### src/rtl/adder_arbiter_pkg.sv
// rtl/adder_arbiter_pkg.sv - shared state encoding and requester count for adder_arbiter_16b
package adder_arbiter_pkg;

   localparam int NUM_REQ = 2;

   typedef enum logic [1:0] {
      IDLE = 2'd0,
      CALC = 2'd1,
      RESP = 2'd2
   } state_t;

endpackage

### src/rtl/adder_16b.sv
// rtl/adder_16b.sv - 16-bit adder with carry-in and carry-out
module adder_16b (
   input  logic [15:0] in0,
   input  logic [15:0] in1,
   input  logic        cin,
   output logic [15:0] sum,
   output logic        cout
);

   assign {cout, sum} = {1'b0, in0} + {1'b0, in1} + {16'd0, cin};

endmodule

### src/rtl/adder_arbiter_16b.sv
// rtl/adder_arbiter_16b.sv - two-requester arbitrated 16-bit adder, IDLE/CALC/RESP per result
// Optional build macro ADDER_ARBITER_ROUND_ROBIN_EN enables round-robin arbitration on contention.
module adder_arbiter_16b
   import adder_arbiter_pkg::*;
(
   input  logic               clk,
   input  logic               rst,
   input  logic [NUM_REQ-1:0] req_val,
   output logic [NUM_REQ-1:0] req_rdy,
   input  logic [15:0]        req0_in0,
   input  logic [15:0]        req0_in1,
   input  logic               req0_cin,
   input  logic [15:0]        req1_in0,
   input  logic [15:0]        req1_in1,
   input  logic               req1_cin,
   output logic [NUM_REQ-1:0] resp_val,
   input  logic [NUM_REQ-1:0] resp_rdy,
   output logic [15:0]        resp_sum,
   output logic               resp_cout
);

   state_t      state_q, state_d;
   logic        grant;
   logic        xfer;
   logic [15:0] in0_q, in1_q;
   logic        cin_q;
   logic        grant_q;
   logic [15:0] sum_q;
   logic        cout_q;
   logic [15:0] add_sum;
   logic        add_cout;

`ifdef ADDER_ARBITER_ROUND_ROBIN_EN
   logic last_grant_q;

   // Resets to 1 so the first contended grant goes to requester 0.
   always_ff @(posedge clk) begin
      if (rst)
         last_grant_q <= 1'b1;
      else if (xfer)
         last_grant_q <= grant;
   end

   always_comb begin
      grant = 1'b0;
      if (req_val[0] && req_val[1])
         grant = ~last_grant_q;
      else
         grant = req_val[1];
   end
`else
   always_comb begin
      grant = 1'b0;
      if (req_val[0] && req_val[1])
         grant = 1'b0;
      else
         grant = req_val[1];
   end
`endif

   assign xfer = |(req_val & req_rdy);

   always_ff @(posedge clk) begin
      if (rst)
         state_q <= IDLE;
      else
         state_q <= state_d;
   end

   always_comb begin
      state_d   = state_q;
      req_rdy   = '0;
      resp_val  = '0;
      resp_sum  = '0;
      resp_cout = 1'b0;
      case (state_q)
         IDLE: begin
            if (|req_val) begin
               req_rdy[grant] = 1'b1;
               state_d        = CALC;
            end
         end
         CALC: state_d = RESP;
         RESP: begin
            resp_val[grant_q] = 1'b1;
            resp_sum          = sum_q;
            resp_cout         = cout_q;
            if (resp_rdy[grant_q])
               state_d = IDLE;
         end
         default: state_d = IDLE;
      endcase
      // Outputs are forced quiet for the whole reset cycle, not only after the edge.
      if (rst) begin
         state_d   = IDLE;
         req_rdy   = '0;
         resp_val  = '0;
         resp_sum  = '0;
         resp_cout = 1'b0;
      end
   end

   adder_16b u_adder (
      .in0  (in0_q),
      .in1  (in1_q),
      .cin  (cin_q),
      .sum  (add_sum),
      .cout (add_cout)
   );

   always_ff @(posedge clk) begin
      if (rst) begin
         in0_q   <= '0;
         in1_q   <= '0;
         cin_q   <= 1'b0;
         grant_q <= 1'b0;
         sum_q   <= '0;
         cout_q  <= 1'b0;
      end else begin
         if (xfer) begin
            grant_q <= grant;
            in0_q   <= grant ? req1_in0 : req0_in0;
            in1_q   <= grant ? req1_in1 : req0_in1;
            cin_q   <= grant ? req1_cin : req0_cin;
         end
         if (state_q == CALC) begin
            sum_q  <= add_sum;
            cout_q <= add_cout;
         end
      end
   end

endmodule

### config.mk
export PLATFORM = sky130hd
export DESIGN_NAME = adder_arbiter_16b
export DESIGN_NICKNAME = d
export VERILOG_FILES = /design/src/rtl/adder_arbiter_pkg.sv /design/src/rtl/adder_16b.sv /design/src/rtl/adder_arbiter_16b.sv
export SDC_FILE = /design/constraint.sdc
export NUM_CORES = 1
export LEC_CHECK = 0
export CAP_MARGIN = 20
export CORE_UTILIZATION = 45
export CTS_BUF_LIST = sky130_fd_sc_hd__clkbuf_8
export DETAILED_ROUTE_END_ITERATION = 8
export GPL_ROUTABILITY_DRIVEN = 1
export PLACE_DENSITY = 0.79
export SYNTH_ARGS = -nofsm -noshare
export SYNTH_HDL_FRONTEND = slang
export SYNTH_HIERARCHICAL = 1
export SYNTH_SLANG_ARGS = --single-unit
### constraint.sdc
create_clock -name clk -period 2.38 [get_ports clk]
set_input_delay 0.238 -clock clk [delete_from_list [all_inputs] [get_ports clk]]
set_output_delay 0.238 -clock clk [all_outputs]
set_load 0.01 [all_outputs]
==> results.tsv <==
metric	value	unit
area enclosed by the die boundary	7775	um2
Core ar.	7214	um2
number of ports placed on the die boundary	93	
Final Max Tran Viols	0	
cts hold-fix bufs	0	
crit-path most repeated cell	fa_2	
vias per cell	5.334	
remaining routing DRC violations	0	
type of destination of the critical path	register	
overflow left after global routing	0	
Post-Synthesis Cells	364	
share of total power consumed by net switching	0.3269	
area growth from synthesis to layout	34.18	%
clock buffer depth	2	
Net Switching	0.0007445	W
post-synthesis cell type count	50	
largest driver fanout on the critical path	2	
Power Dens Cells	507.8	nW/um2
number of detailed-routing iterations run before antenna repair	4	
WL final	7.868	mm
number of rows in the core area	31	
clock insertion delay at the later pin of the skew report	0.31	ns
Gate power share	0.319	
Yosys top cell area share	0.3175	
number of global-route vias before repair	2758	
setup tns final	-0.3602	ns
main area contributors after synthesis	dfxtp_1 32%, a211oi_2 11%, mux2i_1 10%	
Post-synth EDFFs	0	
internal cell power	0.001533	W
Root Driver	clkbuf_8	
worst-margin pin slew	0.6339	ns
width of the die	88.18	um
placement-stage worst setup slack	-0.09471	ns
final critical-path setup slack	-0.1345	ns
total of warnings raised by yosys	6	
Port Buffer Count	92	
fraction of the yosys area taken by sequential cells	0.3175	
number of setup violations in the final report	4	
class of the worst hold path	in -> reg	
post-synthesis area per instance	9.181	um2
Tcrit/Tclk final	1.057	
final number of hold-violating endpoints	0	
Post-DP HPWL	6.122	mm
CTS clk-pin slew, worst paths	0.10	ns
total standard cell area after synthesis	3342	um2
Routed wire per std cell	14.28	um
RSZ-0062 raised after global routing	true	
number of buffers inserted during clock tree synthesis	5	
final worst clock skew	0.007332	ns
ratio of cells with drive above 1 in the final layout	0.1704	
ys flop type	dfxtp_1	
worst path cell trace	fa_2 -> fa_2 -> a211oi_4 -> o2111ai_2 -> a211o_2 -> o31ai_4 -> xnor2_1 -> nand2_1 -> a21oi_2	
detailed-route via count	2939	
number of clock sinks seen by CTS	53	
CP arrival	2.77	ns
share of async-settable or async-resettable flops after synthesis	0	
max cap viols	0	
global routing usage summed across all routing layers	0.2120	
routability cong.	0.8133	
final layout net count	540	
height of the chip	88.18	um
Crit Path Category	reg -> reg	
Critical Path Source Type	register	
number of fill cells	636	
time the worst path needs with I/O delays and setup	2.514	ns
syn nets	453	
headroom to the max-slew limit	0.5774	
Crit-path slowest cell	fa_2	
H-tree depth	2	
effective utilization at floorplan	0.4632	
delay of the slowest cell on the worst path	0.41	ns
Worst Path Buf+Inv	0	
violations in the final reports	setup timing	
antenna violations before repair	0	
Synth area leader	dfxtp_1	
leakage	1.781	nW
diode insertion count for antenna repair	0	
pin count of the biggest net entering global routing	35	
family with the most delay on the worst path	compound AO/OA/AOI/OAI gates	
most frequent cells in the layout	91 x clkdlybuf4s50_1, 57 x a21oi_1, 52 x dfxtp_1	
relative contribution of the clock network to total power	0.230	
number of nets with antenna violations after detailed routing	0	
first-pass GRT wire length	13.03	mm
endpoint required time on the critical path	2.63	ns
maximum achievable frequency	397.7	MHz
most frequent standard cell in the layout excluding fill and tap cells	clkdlybuf4s50_1	
TritonCTS clock tree	built	
register bit total from synthesis	53	
status	finished with violations	
VDD IR max	0.2629	mV
Sequential Power Share	0.451	
First DRT Iteration DRCs	112	
-- state kept, by name, indices dropped and copies added, names as in the netlist --
register and cells:
in0_q 16, in1_q 16, sum_q 16, state_q 2, cin_q 1, cout_q 1, grant_q 1
-- cells in the mapped netlist (all sizes together) (2+ instances only) --
master	instances
a211oi	36
a21o	2
a21oi	64
a31oi	2
and2	20
buf	19
clkbuf	9
dfxtp	53
fa	2
ha	15
inv	4
mux2i	34
nand2	41
nand2b	4
nand3	3
nand3b	2
nand4	2
nor2	4
nor2b	6
nor3	2
nor3b	2
o21ai	7
or2	2
xnor2	10
xor2	3
-- worst reg2reg max path: cells and delay by family, from the launching register on --
family	cells	cell delay (ns)
AO/OA/AOI/OAI	5	1.10
XOR/XNOR	1	0.14
flip-flops	1	0.35
adder cells (fa/ha/maj)	2	0.79
AND/OR/NAND/NOR	1	0.08
-- routing by layer --
layer	share of wire	wire length, um	vias up	GRT usage
met4	0.0067	53	0	0.04839
met5	0	0	-	0
met1	0.48	3751	1362	0.2935
met3	0.043	337	5	0.03582
met2	0.47	3725	82	0.3448
li1	-	-	1490	-
-- cells by family after synthesis --
family                   share of synthesized area
AO/OA/AOI/OAI                               0.2767
AND/OR/NAND/NOR                             0.1475
flip-flops                                  0.3175
multiplexers                                0.1018
buffers and inverters                      0.05428
adder cells (fa/ha/maj)                    0.06814
XOR/XNOR                                   0.03407
-- final timing paths --
path,start,to,slack [ns],depth (start not counted)
worst max-delay path,in0_q[0]$_SDFFE_PP0P_,sum_q[14]$_SDFFE_PP0N_,-0.13,9
worst max register to register,in0_q[0]$_SDFFE_PP0P_,sum_q[14]$_SDFFE_PP0N_,-0.13,9
worst min register to register,sum_q[7]$_SDFFE_PP0N_,sum_q[7]$_SDFFE_PP0N_,0.45,2
worst min-delay path,rst,in0_q[5]$_SDFFE_PP0P_,0.23,2
-- per-stage QoR --
step / util / cell area, um2 / hold slack (ns) / cells / total power [W]
6_report: 0.6216 / 4484 / 0.2331 / 551 / 0.002277
5_1_grt: 0.6216 / 4484 / 0.2260 / 551 / 0.002402
4_1_cts: 0.6141 / 4431 / 0.2265 / 548 / 0.002268
3_5_place_dp: 0.5987 / 4319 / 0.4444 / 539 / 0.001747
3_3_place_gp: 0.5987 / 4319 / 0.4393 / 539 / 0.001727
2_1_floorplan: - / 3353 / 0.3771 / 364 / 0.001512
-- area by class of cell --
type                       count  area, um2  area share
sequential                    53       1062      0.2369
multi-input combinational    279       2157      0.4810
inverter                       4      15.01    0.003348
clock inverter                 3      21.27    0.004743
tap                           99      123.9     0.02762
timing repair buffer         108       1036      0.2310
clock buffer                   5      68.82     0.01535
-- power by group through the flow --
stage,Combinational (W),Clock [W],Sequential [W]
after CTS,0.000708,0.000532,0.00103
after detailed placement,0.000699,0,0.00105
after global routing,0.000794,0.000570,0.00104
final,0.000725,0.000524,0.00103
after floorplan,0.000485,0,0.00103
after global placement,0.000684,0,0.00104
-- what timing repair did --
| action | CTS | global route |
|---|---|---|
| resized for setup | 3 | 7 |
| setup buffers | 1 | 3 |
| pin swaps | 7 | 7 |
| setup endpoints to repair | 4 | 6 |
No activity file was read; power rests on OpenSTA's default activity.
